**config.mk**
```make
export PLATFORM = sky130hd
export DESIGN_NAME = npc_ras_unit
export DESIGN_NICKNAME = d
export VERILOG_FILES = /design/src/rtl/npc_ras_unit.sv
export SDC_FILE = /design/constraint.sdc
export NUM_CORES = 1
export LEC_CHECK = 0
export CAP_MARGIN = 20
export CORE_UTILIZATION = 40
export CTS_BUF_LIST = sky130_fd_sc_hd__clkbuf_8
export CTS_CLUSTER_DIAMETER = 200
export CTS_CLUSTER_SIZE = 24
export DETAILED_ROUTE_END_ITERATION = 7
export PLACE_DENSITY = 0.68
export SYNTH_ARGS = -nofsm -noshare
export SYNTH_HDL_FRONTEND = slang
export SYNTH_SLANG_ARGS = --single-unit
```
**constraint.sdc**
```tcl
create_clock -name clk -period 12.02 [get_ports clk]
set_input_delay 1.803 -clock clk [delete_from_list [all_inputs] [get_ports clk]]
set_output_delay 1.803 -clock clk [all_outputs]
set_load 0.03 [all_outputs]
```
**src/rtl/npc_ras_unit.sv**
```systemverilog
// rtl/npc_ras_unit.sv - registered PC and next-PC unit with return-address stack
//
// Holds the architectural PC and computes the next PC from npc_op, with
// exception/eret redirects, a stall enable and a circular return-address
// stack that predicts RET targets and counts mispredictions.
//
// Ports:
//   clk, rstn          clock, synchronous active-low reset
//   en                 PC advance enable (0 = stall)
//   npc_op[2:0]        next-PC operation
//   imm[25:0]          instruction immediate / jump target field
//   reg_val[31:0]      rs register value (JREG/CALLR/RET target)
//   exc_req, eret_req  exception entry / return redirects
//   epc[31:0]          exception return address
//   pc[31:0]           current PC (registered)
//   npc[31:0]          next PC (combinational)
//   ras_valid          stack non-empty
//   ras_top[31:0]      stack top entry, 0 when empty
//   mispredict         one-cycle pulse after a mispredicted RET
//   mispred_cnt        saturating mispredict count

module npc_ras_unit #(
  parameter logic [31:0] RESET_PC  = 32'h0000_3000,
  parameter logic [31:0] EXC_VEC   = 32'h0000_4180,
  parameter int          RAS_DEPTH = 4,
  parameter int          CNT_W     = 16
) (
  input  logic             clk,
  input  logic             rstn,
  input  logic             en,
  input  logic [2:0]       npc_op,
  input  logic [25:0]      imm,
  input  logic [31:0]      reg_val,
  input  logic             exc_req,
  input  logic             eret_req,
  input  logic [31:0]      epc,
  output logic [31:0]      pc,
  output logic [31:0]      npc,
  output logic             ras_valid,
  output logic [31:0]      ras_top,
  output logic             mispredict,
  output logic [CNT_W-1:0] mispred_cnt
);

  localparam int PW = $clog2(RAS_DEPTH);

  localparam logic [2:0] OP_PLUS4  = 3'b000;
  localparam logic [2:0] OP_BRANCH = 3'b001;
  localparam logic [2:0] OP_JUMP   = 3'b010;
  localparam logic [2:0] OP_JREG   = 3'b011;
  localparam logic [2:0] OP_CALL   = 3'b100;
  localparam logic [2:0] OP_CALLR  = 3'b101;
  localparam logic [2:0] OP_RET    = 3'b110;

  localparam logic [PW:0] CNT_FULL = (PW+1)'(RAS_DEPTH);

  logic [31:0]   ras_mem [RAS_DEPTH];
  logic [PW-1:0] ptr;     // next free slot; top entry lives at ptr-1
  logic [PW:0]   count;

  logic [31:0] pc4;
  logic [31:0] br_tgt;
  logic [31:0] j_tgt;
  logic        redirect;
  logic        ras_ok;
  logic        do_push;
  logic        do_pop;
  logic        miss;

  assign pc4      = pc + 32'd4;
  assign br_tgt   = pc4 + {{14{imm[15]}}, imm[15:0], 2'b00};
  assign j_tgt    = {pc4[31:28], imm, 2'b00};
  assign redirect = exc_req | eret_req;

  assign ras_valid = (count != '0);
  assign ras_top   = ras_valid ? ras_mem[ptr - PW'(1)] : 32'd0;

  // The stack only moves on an unstalled, unredirected instruction.
  assign ras_ok  = en & ~redirect;
  assign do_push = ras_ok & ((npc_op == OP_CALL) | (npc_op == OP_CALLR));
  // Popping an empty stack is a no-op: no compare, no mispredict.
  assign do_pop  = ras_ok & (npc_op == OP_RET) & ras_valid;
  assign miss    = do_pop & (ras_top != reg_val);

  always_comb begin
    npc = pc4;
    if (exc_req) begin
      npc = EXC_VEC;
    end else if (eret_req) begin
      npc = epc;
    end else begin
      case (npc_op)
        OP_PLUS4:  npc = pc4;
        OP_BRANCH: npc = br_tgt;
        OP_JUMP:   npc = j_tgt;
        OP_JREG:   npc = reg_val;
        OP_CALL:   npc = j_tgt;
        OP_CALLR:  npc = reg_val;
        OP_RET:    npc = reg_val;
        default:   npc = pc4;
      endcase
    end
  end

  // Stack storage carries no reset; entries are only read while count covers them.
  always_ff @(posedge clk) begin
    if (rstn && do_push) begin
      ras_mem[ptr] <= pc4;
    end
  end

  always_ff @(posedge clk) begin
    if (!rstn) begin
      pc          <= RESET_PC;
      ptr         <= '0;
      count       <= '0;
      mispredict  <= 1'b0;
      mispred_cnt <= '0;
    end else begin
      // Exceptions bypass the stall.
      if (en || exc_req) begin
        pc <= npc;
      end

      if (do_push) begin
        ptr <= ptr + PW'(1);
        // When full the write above overwrites the oldest entry.
        if (count != CNT_FULL) begin
          count <= count + (PW+1)'(1);
        end
      end else if (do_pop) begin
        ptr   <= ptr - PW'(1);
        count <= count - (PW+1)'(1);
      end

      mispredict <= miss;
      if (miss && (mispred_cnt != '1)) begin
        mispred_cnt <= mispred_cnt + CNT_W'(1);
      end
    end
  end

endmodule
```
==> insert_results.sql <==
INSERT INTO impl_metrics (metric_group, metric, value, unit) VALUES
('floorplanning', 'floorplan.rows', '61', ''),
('yosys', 'synthDistinctLibCells', '71', ''),
('grt', 'grt_pass1_wl', '58000', 'um'),
('placement', 'detailed_place_hpwl', '29500', 'um'),
('finish', 'layout-drive-gt1-share', '0.0682', ''),
('critical_path', 'setup.worst_path.end_class', 'output port', ''),
('placement', 'placedInstanceArea', '13600', 'um^2'),
('drt', 'detail_route.drc_violations', '0', ''),
('yosys', 'ys_dominant_reg_cell', 'edfxtp_1', ''),
('grt', 'grt.total_usage', '0.274', ''),
('clocking', 'total_of_hold_buffers_inserted_after_clock_tree_synthesis', '0', ''),
('clocking', 'post_cts_buffers', '0', ''),
('timing', 'setup_viol_count_final', '0', ''),
('yosys', 'synth-edff-count', '128', ''),
('clocking', 'path_clk_slew', '0.11', 'ns'),
('power', 'power.leakage', '0.00500', 'uW'),
('grt', 'number_of_antenna_violations_at_the_first_check_in_global_routing', '0', ''),
('timing', 'slew-limit-headroom', '0.252', ''),
('critical_path', 'path_max_fanout', '7', ''),
('finish', 'finish.net_count', '1445', ''),
('finish', 'area.growth.synth_to_final', '24.8', '%'),
('floorplanning', 'die-width', '170', 'um'),
('power', 'p_per_area', '102', 'nW/um^2'),
('yosys', 'yosysWarningCount', '0', ''),
('yosys', 'postSynthAreaPerCell', '9.99', 'um^2'),
('drt', 'vias', '10200', ''),
('clocking', 'cts.sinks', '182', ''),
('critical_path', 'critPathArrivalTime', '6.20', 'ns'),
('timing', 'timing.setup.tns', '0', 'ns'),
('timing', 'final.setup.worst_slack', '4.01', 'ns'),
('status', 'outcome', 'finished, final reports clean', ''),
('min_path', 'worst_hold_path_type', 'flip-flop to flip-flop', ''),
('placement', 'placement.io_buffers', '211', ''),
('timing', 'actual_transition_at_the_worst_max_transition_pin', '1.12', 'ns'),
('power', 'finalPower', '1430', 'uW'),
('drt', 'detail_route.iter0.violations', '952', ''),
('critical_path', 'critPathRequiredTime', '10.22', 'ns'),
('floorplanning', 'initial_core_util', '0.406', ''),
('floorplanning', 'design.portCount', '212', ''),
('finish', 'insertedDiodeCount', '0', ''),
('floorplanning', 'die_outline_area', '28800', 'um^2'),
('clocking', 'tritoncts', 'yes', ''),
('grt', 'grt_max_degree', '50', ''),
('finish', 'final_util', '0.506', ''),
('drt', 'drtPass1Iterations', '5', ''),
('clocking', 'buffer_cell_driving_the_clock_tree_root', 'clkbuf_8', ''),
('yosys', 'synth-seq-area-share', '0.437', ''),
('finish', 'finished_cell_area', '14100', 'um^2'),
('job', 'max_cap_viol_count', '0', ''),
('timing', 'final-hold-violation-count', '0', ''),
('critical_path', 'setup.worst_path.start_class', 'flip-flop', ''),
('timing', 'fin_crit_share', '0.666', ''),
('yosys', 'synthCells', '1128', ''),
('timing', 'timing.fmax', '0.125', 'GHz'),
('floorplanning', 'die_height', '170', 'um'),
('timing', 'slew_limit_fails', '0', ''),
('placement', 'setup_slack_after_placement', '4.39', 'ns'),
('timing', 'rsz0062_at_grt', 'false', ''),
('drt', 'drt-total-wl', '39400', 'um'),
('grt', 'first_global_vias', '9559', ''),
('clocking', 'cts.htree.levels', '4', ''),
('timing', 'worst_clock_skew', '0.0181', 'ns'),
('drt', 'route.detailed.vias_per_inst', '5.98', ''),
('timing', 'timing.final.crit_period', '8.01', 'ns'),
('placement', 'gp_routability_congestion', '0.939', ''),
('yosys', 'postSynthRegisterBits', '182', ''),
('clocking', 'cts_inserted_buffers', '17', ''),
('grt', 'overflow', '0', ''),
('yosys', 'synth-async-reset-ratio', '0', ''),
('floorplanning', 'design.core.area', '27800', 'um^2'),
('power', 'max-vdd-ir-drop', '0.0000561', 'V'),
('yosys', 'post_synth_instance_area', '11300', 'um^2'),
('drt', 'detail-route-antenna-nets', '0', ''),
('clocking', 'insertion_delay', '0.48', 'ns'),
('finish', 'final_common_cell', 'clkdlybuf4s50_1', ''),
('finish', 'mostFrequentLayoutCells', '209 x clkdlybuf4s50_1, 128 x edfxtp_1, 107 x nor2_1', ''),
('drt', 'post_drt_wl_per_cell', '23.2', 'um'),
('clocking', 'clk_path_buf_depth', '2', ''),
('yosys', 'synth_nets', '1267', ''),
('clocking', 'resized_after_cts', '0', ''),
('critical_path', 'critical_path_class', 'flip-flop to output port', '');
-- synth_stat cells, types with 3 or more instances --
master      n  area (um^2)
edfxtp_1  128         3840
nor2_1    107          402
nand2_1    66          248
a21oi_1    65          325
dfxtp_1    54         1080
xnor2_1    54          473
nand3_1    50          250
clkbuf_1   47          176
inv_1      47          176
o21ai_1    47          235
ha_1       39          488
and2_1     37          231
o21ai_0    35          175
mux4_2     32          721
nor3_1     30          150
a22oi_1    25          188
a221o_1    19          190
xor2_1     18          158
a221oi_1   17          149
and3_1     17          106
a21o_1     16          120
or3_1      15         93.8
nand4_1    14         87.6
a211oi_1   11         82.6
o211ai_1    9         67.6
o31ai_1     9         67.6
a31oi_1     8         50.1
mux2i_1     8         80.1
o21a_1      8         60.1
nand2b_1    7         43.8
nor4_1      7         43.8
o21bai_1    6         45.0
nor2b_1     5         31.3
o22ai_1     5         31.3
a32oi_1     4         35.0
and4_1      4         35.0
buf_2       4         20.0
buf_6       4         45.0
a32o_1      3         30.0
maj3_1      3         30.0
nand3b_1    3         22.5
nor3b_1     3         22.5
or4_1       3         22.5
-- flip-flops by register name, summed over array words and instances (netlist names) --
register     cells
count            3
pc              32
ptr              2
mispredict       1
ras_mem        128
mispred_cnt     16
-- report_power, final --
part           internal, uW  switching [uW]  leakage (uW)  total [uW]
sequential              675            9.13       0.00170         684
clock                   160             265      0.000207         425
combinational           130             196       0.00309         327
-- per-layer routing --
metal  GRT usage  up-vias  wire length [um]  share of wire
li1            -     4636                 -              -
met1       0.378     4989             17200           0.44
met2       0.435      483             18100           0.46
met3      0.0556       47              3310          0.084
met4      0.0748        0               783          0.020
met5           0        -                 0              0
-- critical path, cell delays in order, from the launching register on --
cell and delay (ns):
dfxtp_1 0.45, and4_1 0.27, nand4_1 0.21, or4_1 0.76, nor3_1 0.27, xor2_1 0.84
ha_1 0.25, and2_0 0.31, nand2_1 0.11, nor2_1 0.09, o211ai_1 0.11, o21ai_0 0.61
a211oi_1 0.18, xnor2_1 0.18, o31a_1 0.28, nor2_1 0.10, clkdlybuf4s50_1 0.69
-- cell type report --
type                            instances  area, um^2
Fill cell                            2634       13700
Multi-Input combinational cell        836        5870
Sequential cell                       182        4930
Timing Repair Buffer                  220        2180
Tap cell                              378         473
Clock buffer                           17         234
Clock inverter                         15         186
Inverter                               49         184
-- per-stage QoR --
stage	instances	hold WS [ns]
after floorplan	1128	0.489
after global placement	1664	0.475
after detailed placement	1665	0.481
after CTS	1697	0.496
after global routing	1697	0.519
final	1697	0.491
-- cell families (layout without fill, tap and decap cells) --
kind of cell,after synthesis,after routing,share of synthesized area
xor gates and xnor gates,72,72,0.0560
muxes,40,40,0.0711
buffers and inverters,110,301,0.0429
AOI/OAI and AO/OA,306,306,0.180
and+or+nand+nor,374,374,0.163
DFF,182,182,0.437
adders and majority gates,44,44,0.0495
-- final timing paths --
check | startpoint | endpoint | slack [ns] | cells past startpoint
hold reg to reg | pc[31] | pc[31] | 0.49 | 2
hold / removal | pc[31] | pc[31] | 0.49 | 2
setup reg to reg | pc[5] | pc[23] | 6.85 | 15
setup / recovery | pc[5] | npc[31] | 4.01 | 16
(Power assumes the default switching activity.)
